### config.mk
export PLATFORM = sky130hd
export DESIGN_NAME = triloc
export DESIGN_NICKNAME = d
export VERILOG_FILES = /design/src/rtl/triloc.sv
export SDC_FILE = /design/constraint.sdc
export NUM_CORES = 1
export LEC_CHECK = 0
export ABC_AREA = 1
export ABC_CLOCK_PERIOD_IN_PS = 9900
export CORE_MARGIN = 2
export CORE_UTILIZATION = 30
export CTS_CLUSTER_DIAMETER = 60
export DETAILED_ROUTE_END_ITERATION = 10
export PLACE_DENSITY = 0.55
export SYNTH_ARGS = -nofsm -noshare
export SYNTH_HDL_FRONTEND = slang
export SYNTH_SLANG_ARGS = --single-unit
### constraint.sdc
create_clock -name clk -period 9.9 [get_ports clk]
set_input_delay 0.99 -clock clk [delete_from_list [all_inputs] [get_ports clk]]
set_output_delay 0.99 -clock clk [all_outputs]
set_load 0.02 [all_outputs]
### src/rtl/triloc.sv
// Sequential trilateration estimator: three range-weighted pair points summed (3x location).
// One shared serial restoring divider, one quotient bit per cycle, six divisions per run.
module triloc #(
   parameter int N = 8
) (
   input  logic                clk,
   input  logic                rst_n,
   input  logic                start,
   input  logic signed [N-1:0] xA,
   input  logic signed [N-1:0] yA,
   input  logic signed [N-1:0] xB,
   input  logic signed [N-1:0] yB,
   input  logic signed [N-1:0] xC,
   input  logic signed [N-1:0] yC,
   input  logic        [N:0]   rA,
   input  logic        [N:0]   rB,
   input  logic        [N:0]   rC,
   output logic                busy,
   output logic                done,
   output logic signed [N+3:0] xM,
   output logic signed [N+3:0] yM,
   output logic        [1:0]   o_dbg_state
);

   localparam int CW = $clog2(2*N+2);
   localparam logic [CW-1:0] LAST = CW'(2*N+1);

   typedef enum logic [1:0] {IDLE, DIV, ACC, SUM} state_t;
   state_t r_state, w_state_nxt;

   logic signed [N-1:0] r_xa, r_ya, r_xb, r_yb, r_xc, r_yc;
   logic        [N:0]   r_ra, r_rb, r_rc;
   logic        [2:0]   r_div;
   logic        [CW-1:0] r_cnt;
   logic        [N+1:0] r_rem;
   logic        [2*N+1:0] r_quo;
   logic signed [N+1:0] r_pt;
   logic                r_pt_vld, r_pt_y;
   logic signed [N+3:0] r_acc_x, r_acc_y;

   logic signed [N-1:0] w_p, w_q;
   logic        [N:0]   w_rp, w_rq;
   logic signed [N:0]   w_d;
   logic                w_neg, w_ge;
   logic        [N:0]   w_mag;
   logic        [N+1:0] w_den, w_rin, w_rem_nxt, w_qm, w_qs;
   logic        [2*N+1:0] w_prod, w_num, w_quo_nxt;
   logic        [N+2:0] w_trial;
   logic signed [N+1:0] w_pt;

   // Operand select: r_div[2:1] is the pair (AB, BC, CA), r_div[0] the axis (x, y).
   always_comb begin
      w_p  = '0;
      w_q  = '0;
      w_rp = '0;
      w_rq = '0;
      case (r_div[2:1])
         2'd0: begin
            w_p = r_div[0] ? r_ya : r_xa;  w_q = r_div[0] ? r_yb : r_xb;
            w_rp = r_ra;  w_rq = r_rb;
         end
         2'd1: begin
            w_p = r_div[0] ? r_yb : r_xb;  w_q = r_div[0] ? r_yc : r_xc;
            w_rp = r_rb;  w_rq = r_rc;
         end
         default: begin
            w_p = r_div[0] ? r_yc : r_xc;  w_q = r_div[0] ? r_ya : r_xa;
            w_rp = r_rc;  w_rq = r_ra;
         end
      endcase
   end

   assign w_d    = {w_q[N-1], w_q} - {w_p[N-1], w_p};
   assign w_neg  = w_d[N];
   assign w_mag  = w_neg ? -w_d : w_d;
   assign w_den  = {1'b0, w_rp} + {1'b0, w_rq};
   assign w_prod = {{(N+1){1'b0}}, w_mag} * {{(N+1){1'b0}}, w_rp};

   // Restoring step; the first step of each division takes the fresh product directly.
   assign w_num     = (r_cnt == '0) ? w_prod : r_quo;
   assign w_rin     = (r_cnt == '0) ? '0 : r_rem;
   assign w_trial   = {w_rin, w_num[2*N+1]} - {1'b0, w_den};
   assign w_ge      = ~w_trial[N+2];
   assign w_rem_nxt = w_ge ? w_trial[N+1:0] : {w_rin[N:0], w_num[2*N+1]};
   assign w_quo_nxt = {w_num[2*N:0], w_ge};

   // |q| <= |d| so the low N+2 bits hold the whole magnitude; zero divisor forces q=0.
   assign w_qm = w_quo_nxt[N+1:0];
   assign w_qs = (w_den == '0) ? '0 : (w_neg ? -w_qm : w_qm);
   assign w_pt = {{2{w_p[N-1]}}, w_p} + w_qs;

   always_ff @(posedge clk or negedge rst_n) begin
      if (!rst_n) r_state <= IDLE;
      else        r_state <= w_state_nxt;
   end

   always_comb begin
      w_state_nxt = r_state;
      case (r_state)
         IDLE: if (start) w_state_nxt = DIV;
         DIV:  if (r_cnt == LAST && r_div == 3'd5) w_state_nxt = ACC;
         ACC:  w_state_nxt = SUM;
         SUM:  w_state_nxt = IDLE;
         default: w_state_nxt = IDLE;
      endcase
   end

   always_ff @(posedge clk or negedge rst_n) begin
      if (!rst_n) begin
         r_xa <= '0; r_ya <= '0; r_xb <= '0; r_yb <= '0; r_xc <= '0; r_yc <= '0;
         r_ra <= '0; r_rb <= '0; r_rc <= '0;
         r_div <= '0; r_cnt <= '0; r_rem <= '0; r_quo <= '0;
         r_pt <= '0; r_pt_vld <= 1'b0; r_pt_y <= 1'b0;
         r_acc_x <= '0; r_acc_y <= '0;
         busy <= 1'b0; done <= 1'b0; xM <= '0; yM <= '0;
      end else begin
         done     <= (r_state == SUM);
         r_pt_vld <= (r_state == DIV) && (r_cnt == LAST);
         if (r_state == IDLE && start) begin
            r_xa <= xA; r_ya <= yA; r_xb <= xB; r_yb <= yB; r_xc <= xC; r_yc <= yC;
            r_ra <= rA; r_rb <= rB; r_rc <= rC;
            r_div <= '0; r_cnt <= '0;
            r_acc_x <= '0; r_acc_y <= '0;
            busy <= 1'b1;
         end else if (r_pt_vld) begin
            if (r_pt_y) r_acc_y <= r_acc_y + {{2{r_pt[N+1]}}, r_pt};
            else        r_acc_x <= r_acc_x + {{2{r_pt[N+1]}}, r_pt};
         end
         if (r_state == DIV) begin
            r_rem <= w_rem_nxt;
            r_quo <= w_quo_nxt;
            if (r_cnt == LAST) begin
               r_cnt  <= '0;
               r_div  <= r_div + 3'd1;
               r_pt   <= w_pt;
               r_pt_y <= r_div[0];
            end else begin
               r_cnt <= r_cnt + 1'b1;
            end
         end
         if (r_state == SUM) begin
            xM   <= r_acc_x;
            yM   <= r_acc_y;
            busy <= 1'b0;
         end
      end
   end

   assign o_dbg_state = r_state;

endmodule

==> metrics.md <==
| Metric | Value |
|---|---|
| Outcome | completed |
| Longest Clk Path Bufs | 2 |
| Final Core Density | 36.5% |
| Setup violators final | 0 |
| Via-per-instance ratio | 4.67 |
| Cells after Synth | 1775 |
| Core area | 45100 µm² |
| Antenna cells | 0 |
| Slew at the pin closest to its max-slew limit | 0.961 ns |
| Fin Clk Skew | 0.0132 ns |
| Reg2Reg Launch Point | r_div[0] |
| CTS tree | yes |
| Residual DRC count | 0 |
| Die area | 47100 µm² |
| Period minus WS final | 9.35 ns |
| Critical Path Max Stage Delay | 0.60 ns |
| Drt first-iter violations | 779 |
| Initial antenna violation count | 0 |
| Yosys warnings | 0 |
| Clock Latency Late Sink | 0.46 ns |
| First drt pass iteration count | 5 |
| Slew HR | 36.0% |
| Synth Cell Area | 13600 µm² |
| CP max FO | 11 |
| Critical path arrival | 9.70 ns |
| CP max stage cell | fa_1 |
| Worst Setup SP | r_div[0] |
| Final Hold Slack | 0.473 ns |
| Most frequent cells in the layout | nand2_1, inv_1, dfrtp_1 |
| Layout cells sized above 1 | 10.9% |
| Fmax | 0.107 GHz |
| Syn Area/Cell | 7.66 µm² |
| Commonest non-fill, non-tap cell in the layout | nand2_1 |
| Design area | 16500 µm² |
| DP HPWL | 27.5 mm |
| Number of synthesized flops with an enable pin | 0 |
| Cell row count | 78 |
| GRT overflow | 0 |
| WL final | 35.8 mm |
| Starting Density | 30.2% |
| Max Cap Viol | 0 |
| CTS Root Cell | clkbuf_16 |
| CP startpoint kind | register |
| Register area share after synthesis | 32.2% |
| Largest net degree at the start of global routing | 91 |
| Final non-filler cell total | 2515 |
| Syn_nets | 2017 |
| Seq cells post-synth | 175 |
| H-tree Lvls | 4 |
| Clk pin slew, worst setup/hold paths | 0.07 ns |
| Total Routing Usage GR | 15.4% |
| CP dominant cell by count | nand2_1 |
| First-pass GRT wire length | 58.4 mm |
| Chip width | 217 µm |
| Vias in the first global route | 11472 |
| Placed cells | 2467 |
| Cts bufs inserted | 17 |
| Critical Path Sink Type | register |
| CTS Sinks | 175 |
| Port bufs | 105 |
| I/O pin cnt | 106 |
| Most used DFF post-synth | dfrtp_1 |
| Worst hold path class | in2async |
| Post-synth ARST share | 100% |
| Fin. Hold Viols | 0 |
| DR vias | 11751 |
| Worst Path Required | 10.25 ns |
| Area post-placement | 15500 µm² |
| Die Height | 217 µm |
| Netlist cell types | 50 |
| GPL Wtd Cong | 0.914 |
| Synth-to-layout area growth | 21.1% |
| CP Class | reg2reg |
| Slew Viols, Final | 0 |
| Fin crit share | 94.5% |
| Routed WL per cell | 14.2 µm |
| Final ANT Viol Nets | 0 |
| Layout net count | 2145 |
## layout make-up
class                           count  area [µm²]
Clock inverter                     12         170
Multi-Input combinational cell   1311        8360
Fill cell                        4742       28600
Sequential cell                   175        4380
Tap cell                          600         751
Clock buffer                       19         443
Inverter                          236         891
Timing Repair Buffer              162        1480
## stage by stage
step / setup TNS (ns) / worst slack, ns
after floorplan: 0 / 0.757
after global placement: -0.0557 / -0.0409
after detailed placement: -0.263 / -0.162
after CTS: 0 / 0.0773
after global routing: -0.0166 / -0.0166
final: 0 / 0.547
## cells in the mapped netlist, drive strengths merged (2+ instances only)
cell,instances,area (µm²)
nand2,520,1980
inv,234,881
dfrtp,175,4380
nor2,162,633
ha,108,1350
o21ai,97,549
a21oi,92,460
nand3,84,430
fa,56,1120
xor2,36,360
clkbuf,33,124
buf,20,106
mux2,20,225
o22ai,20,125
or2,13,81.3
nor3,12,60.1
xnor2,12,105
nand4,11,68.8
a21o,9,67.6
o21a,9,67.6
mux2i,7,70.1
o211ai,6,45.0
a31oi,5,31.3
o31ai,5,37.5
a221oi,4,35.0
and2,4,25.0
o2111ai,4,35.0
o21bai,4,30.0
o221ai,4,35.0
a32o,3,30.0
clkinv,2,7.51
## sequential cells by signal, summed over array words and instances, names as in the netlist, 9 cells and up
signal,count
r_rb,9
xM,12
r_rem,10
r_rc,9
r_ra,9
r_acc_y,12
r_acc_x,12
r_pt,10
yM,12
r_quo,18
## per-layer routing
layer | share of wire, % | GRT usage, % | wire length, µm
met2 | 45 | 24.4 | 16000
met4 | 1.6 | 4.06 | 577
met5 | 0 | 0 | 0
met3 | 3.5 | 2.32 | 1270
met1 | 50 | 21.7 | 18000
## final timing paths
check / to / slack (ns) / cells past startpoint
max reg2reg: r_pt[9] / 0.55 / 54
max: r_pt[9] / 0.55 / 54
max in group asynchronous: r_rc[1] / 7.41 / 3
min in group clk: r_yb[3] / 0.48 / 2
min reg2reg: r_yb[3] / 0.48 / 2
min: xM[7] / 0.47 / 1
## repair_timing
action                                  4_1_cts  5_1_grt
pin swaps                                     0       18
endpoints found under the setup margin        3        7
hold buffers                                  0        0
setup buffers                                 0       17
gates resized for setup                       2       56
## cell families (layout without fill, tap and decap cells)
kind of cell	after synthesis	in the layout	synth area share, %
buffers and inverters	289	429	8.22
XOR/XNOR	48	48	3.42
AO/OA/AOI/OAI	265	265	11.6
adder cells (fa/ha/maj)	164	164	18.2
flip-flops	175	175	32.2
multiplexers	27	27	2.17
AND/OR/NAND/NOR	807	807	24.2
## worst max-delay path, delay by kind of cell, from the launching register on
family                   cells  cell delay, ns
XOR/XNOR                     3            0.45
adder cells (fa/ha/maj)     11            4.05
flip-flops                   1            0.43
multiplexers                 1            0.25
AO/OA/AOI/OAI                4            0.58
AND/OR/NAND/NOR             27            2.65
buffers and inverters        8            0.81
Power is left out: the tool's default activity adds up to more than one toggle a clock period on the data nets, which glitch-free logic cannot reach.
